File: src/rtl/uart_pkg.sv
// Shared UART definitions: FSM state encoding, frame width and default bit timing.
// The transmitter side of the link imports this same package.
package uart_pkg;

  typedef enum logic [1:0] {
    IDLE  = 2'd0,
    START = 2'd1,
    DATA  = 2'd2,
    STOP  = 2'd3
  } state_e;

  localparam int DATA_BITS            = 8;
  localparam int DEFAULT_CLKS_PER_BIT = 10416;

endpackage : uart_pkg

File: src/rtl/uart_receiver_rx_sync.sv
// Two-flop synchroniser for the asynchronous rx pin plus a delayed copy for
// falling-edge detection. All flops reset to the idle-high line level.
module uart_receiver_rx_sync (
  input  logic clk,
  input  logic reset,
  input  logic rx_i,
  output logic rxs_o,
  output logic fall_o
);

  logic s1_q;
  logic s2_q;
  logic prev_q;

  // Synchroniser chain and edge-detect history
  always_ff @(posedge clk) begin
    if (reset) begin
      s1_q   <= 1'b1;
      s2_q   <= 1'b1;
      prev_q <= 1'b1;
    end else begin
      s1_q   <= rx_i;
      s2_q   <= s1_q;
      prev_q <= s2_q;
    end
  end

  assign rxs_o  = s2_q;
  assign fall_o = prev_q & ~s2_q;

endmodule : uart_receiver_rx_sync

File: src/rtl/uart_receiver.sv
// 8N1 UART receiver: start-bit validation at mid-bit, LSB-first data sampling at
// mid-bit, stop-bit check, single-cycle rx_valid / frame_error strobes.
module uart_receiver
  import uart_pkg::*;
#(
  parameter int CLKS_PER_BIT = DEFAULT_CLKS_PER_BIT
) (
  input  logic                 clk,
  input  logic                 reset,
  input  logic                 rx,
  output logic [DATA_BITS-1:0] rx_data,
  output logic                 rx_valid,
  output logic                 frame_error,
  output logic                 busy
);

  localparam int HALF_BIT = CLKS_PER_BIT / 2;
  localparam int CNT_W    = $clog2(CLKS_PER_BIT);
  localparam int IDX_W    = $clog2(DATA_BITS);

  localparam logic [CNT_W-1:0] HALF_M1  = CNT_W'(HALF_BIT - 1);
  localparam logic [CNT_W-1:0] FULL_M1  = CNT_W'(CLKS_PER_BIT - 1);
  localparam logic [IDX_W-1:0] LAST_IDX = IDX_W'(DATA_BITS - 1);

  state_e               state_q, state_d;
  logic [CNT_W-1:0]     cnt_q, cnt_d;
  logic [IDX_W-1:0]     bit_idx_q, bit_idx_d;
  logic [DATA_BITS-1:0] shift_q, shift_d;
  logic [DATA_BITS-1:0] data_q, data_d;
  logic                 valid_q, valid_d;
  logic                 ferr_q, ferr_d;

  logic rxs;
  logic fall;
  logic half_tick;
  logic full_tick;

  uart_receiver_rx_sync u_rx_sync (
    .clk    (clk),
    .reset  (reset),
    .rx_i   (rx),
    .rxs_o  (rxs),
    .fall_o (fall)
  );

  assign half_tick = (cnt_q == HALF_M1);
  assign full_tick = (cnt_q == FULL_M1);

  // FSM state register
  always_ff @(posedge clk) begin
    if (reset) begin
      state_q <= IDLE;
    end else begin
      state_q <= state_d;
    end
  end

  // FSM next-state logic
  always_comb begin
    state_d = state_q;
    case (state_q)
      IDLE: begin
        if (fall) state_d = START;
        else      state_d = IDLE;
      end
      START: begin
        if (half_tick) state_d = rxs ? IDLE : DATA;
        else           state_d = START;
      end
      DATA: begin
        if (full_tick && (bit_idx_q == LAST_IDX)) state_d = STOP;
        else                                      state_d = DATA;
      end
      STOP: begin
        // Leave at mid-stop-bit so a back-to-back start edge is not missed
        if (full_tick) state_d = IDLE;
        else           state_d = STOP;
      end
      default: state_d = IDLE;
    endcase
  end

  // FSM outputs
  always_comb begin
    busy = (state_q != IDLE);
  end

  // Counter, shift register and strobe next-state
  always_comb begin
    cnt_d     = (state_d != state_q) ? {CNT_W{1'b0}} : (cnt_q + CNT_W'(1));
    bit_idx_d = bit_idx_q;
    shift_d   = shift_q;
    data_d    = data_q;
    valid_d   = 1'b0;
    ferr_d    = 1'b0;
    if ((state_q == START) && half_tick && !rxs) begin
      bit_idx_d = {IDX_W{1'b0}};
    end else if ((state_q == DATA) && full_tick) begin
      shift_d   = {rxs, shift_q[DATA_BITS-1:1]};
      bit_idx_d = bit_idx_q + IDX_W'(1);
    end else if ((state_q == STOP) && full_tick) begin
      if (rxs) begin
        data_d  = shift_q;
        valid_d = 1'b1;
      end else begin
        ferr_d  = 1'b1;
      end
    end else begin
      bit_idx_d = bit_idx_q;
    end
  end

  // Datapath registers
  always_ff @(posedge clk) begin
    if (reset) begin
      cnt_q     <= {CNT_W{1'b0}};
      bit_idx_q <= {IDX_W{1'b0}};
      shift_q   <= {DATA_BITS{1'b0}};
      data_q    <= {DATA_BITS{1'b0}};
      valid_q   <= 1'b0;
      ferr_q    <= 1'b0;
    end else begin
      cnt_q     <= cnt_d;
      bit_idx_q <= bit_idx_d;
      shift_q   <= shift_d;
      data_q    <= data_d;
      valid_q   <= valid_d;
      ferr_q    <= ferr_d;
    end
  end

  assign rx_data     = data_q;
  assign rx_valid    = valid_q;
  assign frame_error = ferr_q;

endmodule : uart_receiver

File: config.mk
export PLATFORM = sky130hd
export DESIGN_NAME = uart_receiver
export DESIGN_NICKNAME = d
export VERILOG_FILES = /design/src/rtl/uart_pkg.sv /design/src/rtl/uart_receiver_rx_sync.sv /design/src/rtl/uart_receiver.sv
export SDC_FILE = /design/constraint.sdc
export NUM_CORES = 1
export LEC_CHECK = 0
export BUFFER_PORTS_ARGS = -buffer_cell sky130_fd_sc_hd__buf_2
export CAP_MARGIN = 10
export CORE_ASPECT_RATIO = 1.4
export CORE_MARGIN = 2
export CORE_UTILIZATION = 52
export DETAILED_ROUTE_END_ITERATION = 10
export PLACE_DENSITY = 0.75
export RECOVER_POWER = 25
export SLEW_MARGIN = 25
export SYNTH_ARGS = -nofsm -noshare
export SYNTH_HDL_FRONTEND = slang
export SYNTH_SLANG_ARGS = --single-unit
File: constraint.sdc
create_clock -name clk -period 1.5 [get_ports clk]
set_input_delay 0.15 -clock clk [delete_from_list [all_inputs] [get_ports clk]]
set_output_delay 0.15 -clock clk [all_outputs]
set_load 0.02 [all_outputs]
==> summary.txt <==
Drt
  – Vias: 1,438
  – Final ANT Viol Nets: 0
  – Initial drt markers: 48
  – Drt total wl: 3780 um
  – Via-per-instance ratio: 5.62
  – Mean routed wirelength per cell: 14.8 um
  – Pre-antenna DRT Iters: 4
  – Remaining DRCs: 0

Timing
  – Final worst slack: -20.6 ps
  – Final hold violation count: 0
  – Setup-failing EPs final: 9
  – Final min period: 1520 ps
  – Max-slew headroom: 78.3%
  – Max Fclk: 0.658 GHz
  – Worst-Margin Slew: roughly 330 ps
  – Slew Viols, Final: 0
  – RSZ-0062 raised after global routing: yes
  – Fin Hold WS: between 20 and 30 ps
  – TNS Setup: -62.1 ps
  – Final Skew: between 10 and 15 ps
  – Period utilisation layout: 101%

GRT
  – Initial antenna violation count: 0
  – GRT Overall Usage: 21.2%
  – First-pass GRT wire length: 6040 um
  – Via count of the first global-routing pass: 1,467
  – Grt ovf: 0
  – Pin count of the biggest net entering global routing: 17

Floorplanning
  – # IOs: 14
  – Die area: 3940 um^2
  – Initial Utilization: 53.6%
  – Core Region: 3350 um^2
  – Placement Rows: 25
  – Chip Height: 73.5 um
  – Die X-Extent: 53.6 um

Finish
  – Flip-flop and latch area: just over 800 um^2
  – Diodes inserted: 0
  – Fill cells: 260
  – Area grow syn2layout: 25.5%
  – Share of cells above drive strength 1: approximately 36%
  – Nets: around 220
  – Commonest non-fill, non-tap cell in the layout: dfxtp_1
  – Commonest non-fill, non-tap cells in the layout: dfxtp_1 (33), nor2_1 (21), nand2_1 (20), mux2i_1 (18), buf_4 (15)
  – Final instance area: 2250 um^2
  – Area occupied by multi-input gates: 1060 um^2

Placed design
  – Area after DPL: between 2000 and 2500 um^2
  – GP Congestion: around 0.93
  – DP Worst Slack: -81.4 ps
  – Post-DP HPWL: 2730 um
  – PortBufs: 13

Logic synthesis
  – Synth Area per Inst: 9.91 um^2
  – Synth Flop Type: dfxtp_1
  – Net count after synthesis: approximately 190
  – Syn Inst Count: 181
  – Mapped Area: around 1800 um^2
  – Post-synthesis sequential area ratio: between 40 and 50%
  – Post-synth cell types: 41
  – Yosys warns: 0
  – Ys async rst share: 0%
  – Number of synthesized flops with an enable pin: 0
  – Yosys reg bits: 40

Clock tree
  – Clock Pin Slew Worst Setup and Hold Paths: around 80 ps
  – CTS HTree Levels: 2
  – Clk Latency, worst-skew pair: roughly 300 ps
  – CTS tree: done
  – CTS Hold Buffers Added: 0
  – Clock buffer depth: 2
  – Root buffer cell: clkbuf_8
  – Clk sink count: 40
  – CTS buffer count: 5

Worst hold path
  – HP Class: primary input to flip-flop

Pwr
  – LEAKAGE: 0.000878 uW
  – IR drop worst, VDD: a little over 0.0008 V
  – Pwr Density: 825 nW/um^2

Worst setup path
  – Startpoint types: flip-flop
  – Arr. time, crit path: 1750 ps
  – WP data required: 1730 ps
  – WS Path Type: flip-flop to flip-flop
  – Critical-path maximum fanout: 6
  – Worst Setup End Kind: flip-flop

Run status
  – Failing checks: negative setup slack
  – Status: complete, but fails checks

Run
  – Max-cap violation count: 0
-- cell type report --
cell class | count | share of cell area (%)
inverter | 5 | 0.834
clock buffer | 6 | 3.23
sequential | 40 | 36.1
tap | 40 | 2.22
clock inverter | 1 | 0.222
timing repair buffer | 33 | 10.5
multi-input combinational | 131 | 46.9
-- Yosys cell counts (2+ instances only) --
cell type / count / area share [%]
ha_1: 3 / 2.1
buf_2: 2 / 0.56
a21oi_1: 2 / 0.56
nand4_1: 5 / 1.7
mux2i_1: 18 / 10
nand2b_1: 2 / 0.70
xor2_1: 3 / 1.5
inv_1: 4 / 0.84
nor2_1: 21 / 4.4
nor3_1: 11 / 3.1
nor2b_1: 2 / 0.70
nor4_1: 2 / 0.70
xnor2_1: 10 / 4.9
or2_2: 3 / 1.0
nand2_1: 20 / 4.2
nand3_1: 6 / 1.7
nand4_4: 2 / 2.4
o21ai_1: 2 / 0.56
clkbuf_1: 2 / 0.42
dfxtp_1: 40 / 45
-- through the flow --
step | util (%) | total power (uW) | instances
global placement | 60.3 | 1190 | 245
CTS | 64.9 | 1860 | 255
finish | 67.2 | 1860 | 256
detailed placement | 60.3 | 1200 | 245
global route | 67.2 | 1920 | 256
floorplan | - | 1160 | 181
-- repair_timing --
action | in CTS | in global routing
setup buffers | 3 | 1
gates resized for setup | 12 | 17
setup endpoints to repair | 30 | 37
endpoints found under the hold margin | 0 | 0
cloned | 0 | 0
pin swaps | 10 | 11
-- per-layer routing --
| metal | global-route usage [%] | vias to the layer above | routed length (um) |
|---|---|---|---|
| met5 | 0 | - | 0 |
| met4 | 12.3 | 0 | 124 |
| met3 | 5.49 | 14 | 124 |
| met2 | 39.4 | 36 | 2110 |
| met1 | 20.1 | 690 | 1420 |
| li1 | - | 698 | - |
-- cell families after synthesis --
group	count (synthesis)	synth area share, %
mux	18	10.0
flops	40	44.7
simple gates	87	29.2
xor+xnor	13	6.35
fa+ha+maj	3	2.09
buf+inv	10	2.44
compound gates	10	5.23
-- critical path: stages (launching register included) --
cell     delay (ps)
dfxtp_1         380
and4b_1         360
nand4_4         180
or3_4           430
a21oi_2         110
-- final timing paths --
path,end,cells past startpoint,slack (ps),start
max reg2reg,state_q[1],4,-20,cnt_q[3]
min reg2reg,u_rx_sync.rxs_o,1,420,u_rx_sync.s1_q
max,state_q[1],4,-20,cnt_q[3]
min,u_rx_sync.s1_q,2,30,rx
-- power breakdown --
| part | total, uW | internal [uW] | switching (uW) | leakage (uW) |
|---|---|---|---|---|
| combinational | 97.9 | 44.5 | 53.4 | 0.000510 |
| sequential | 1090 | 1070 | 12.7 | 0.000327 |
| clock | 673 | 316 | 357 | 0.0000410 |
-- sequential cells by signal (all words and copies together), names as in the netlist --
| register | count |
|---|---|
| u_rx_sync.s1_q | 1 |
| u_rx_sync.rxs_o | 1 |
| cnt_q | 14 |
| rx_data | 8 |
| u_rx_sync.prev_q | 1 |
| shift_q | 8 |
| bit_idx_q | 3 |
| rx_valid | 1 |
| state_q | 2 |
| frame_error | 1 |
Note: power is estimated with default switching activity, not from simulation.
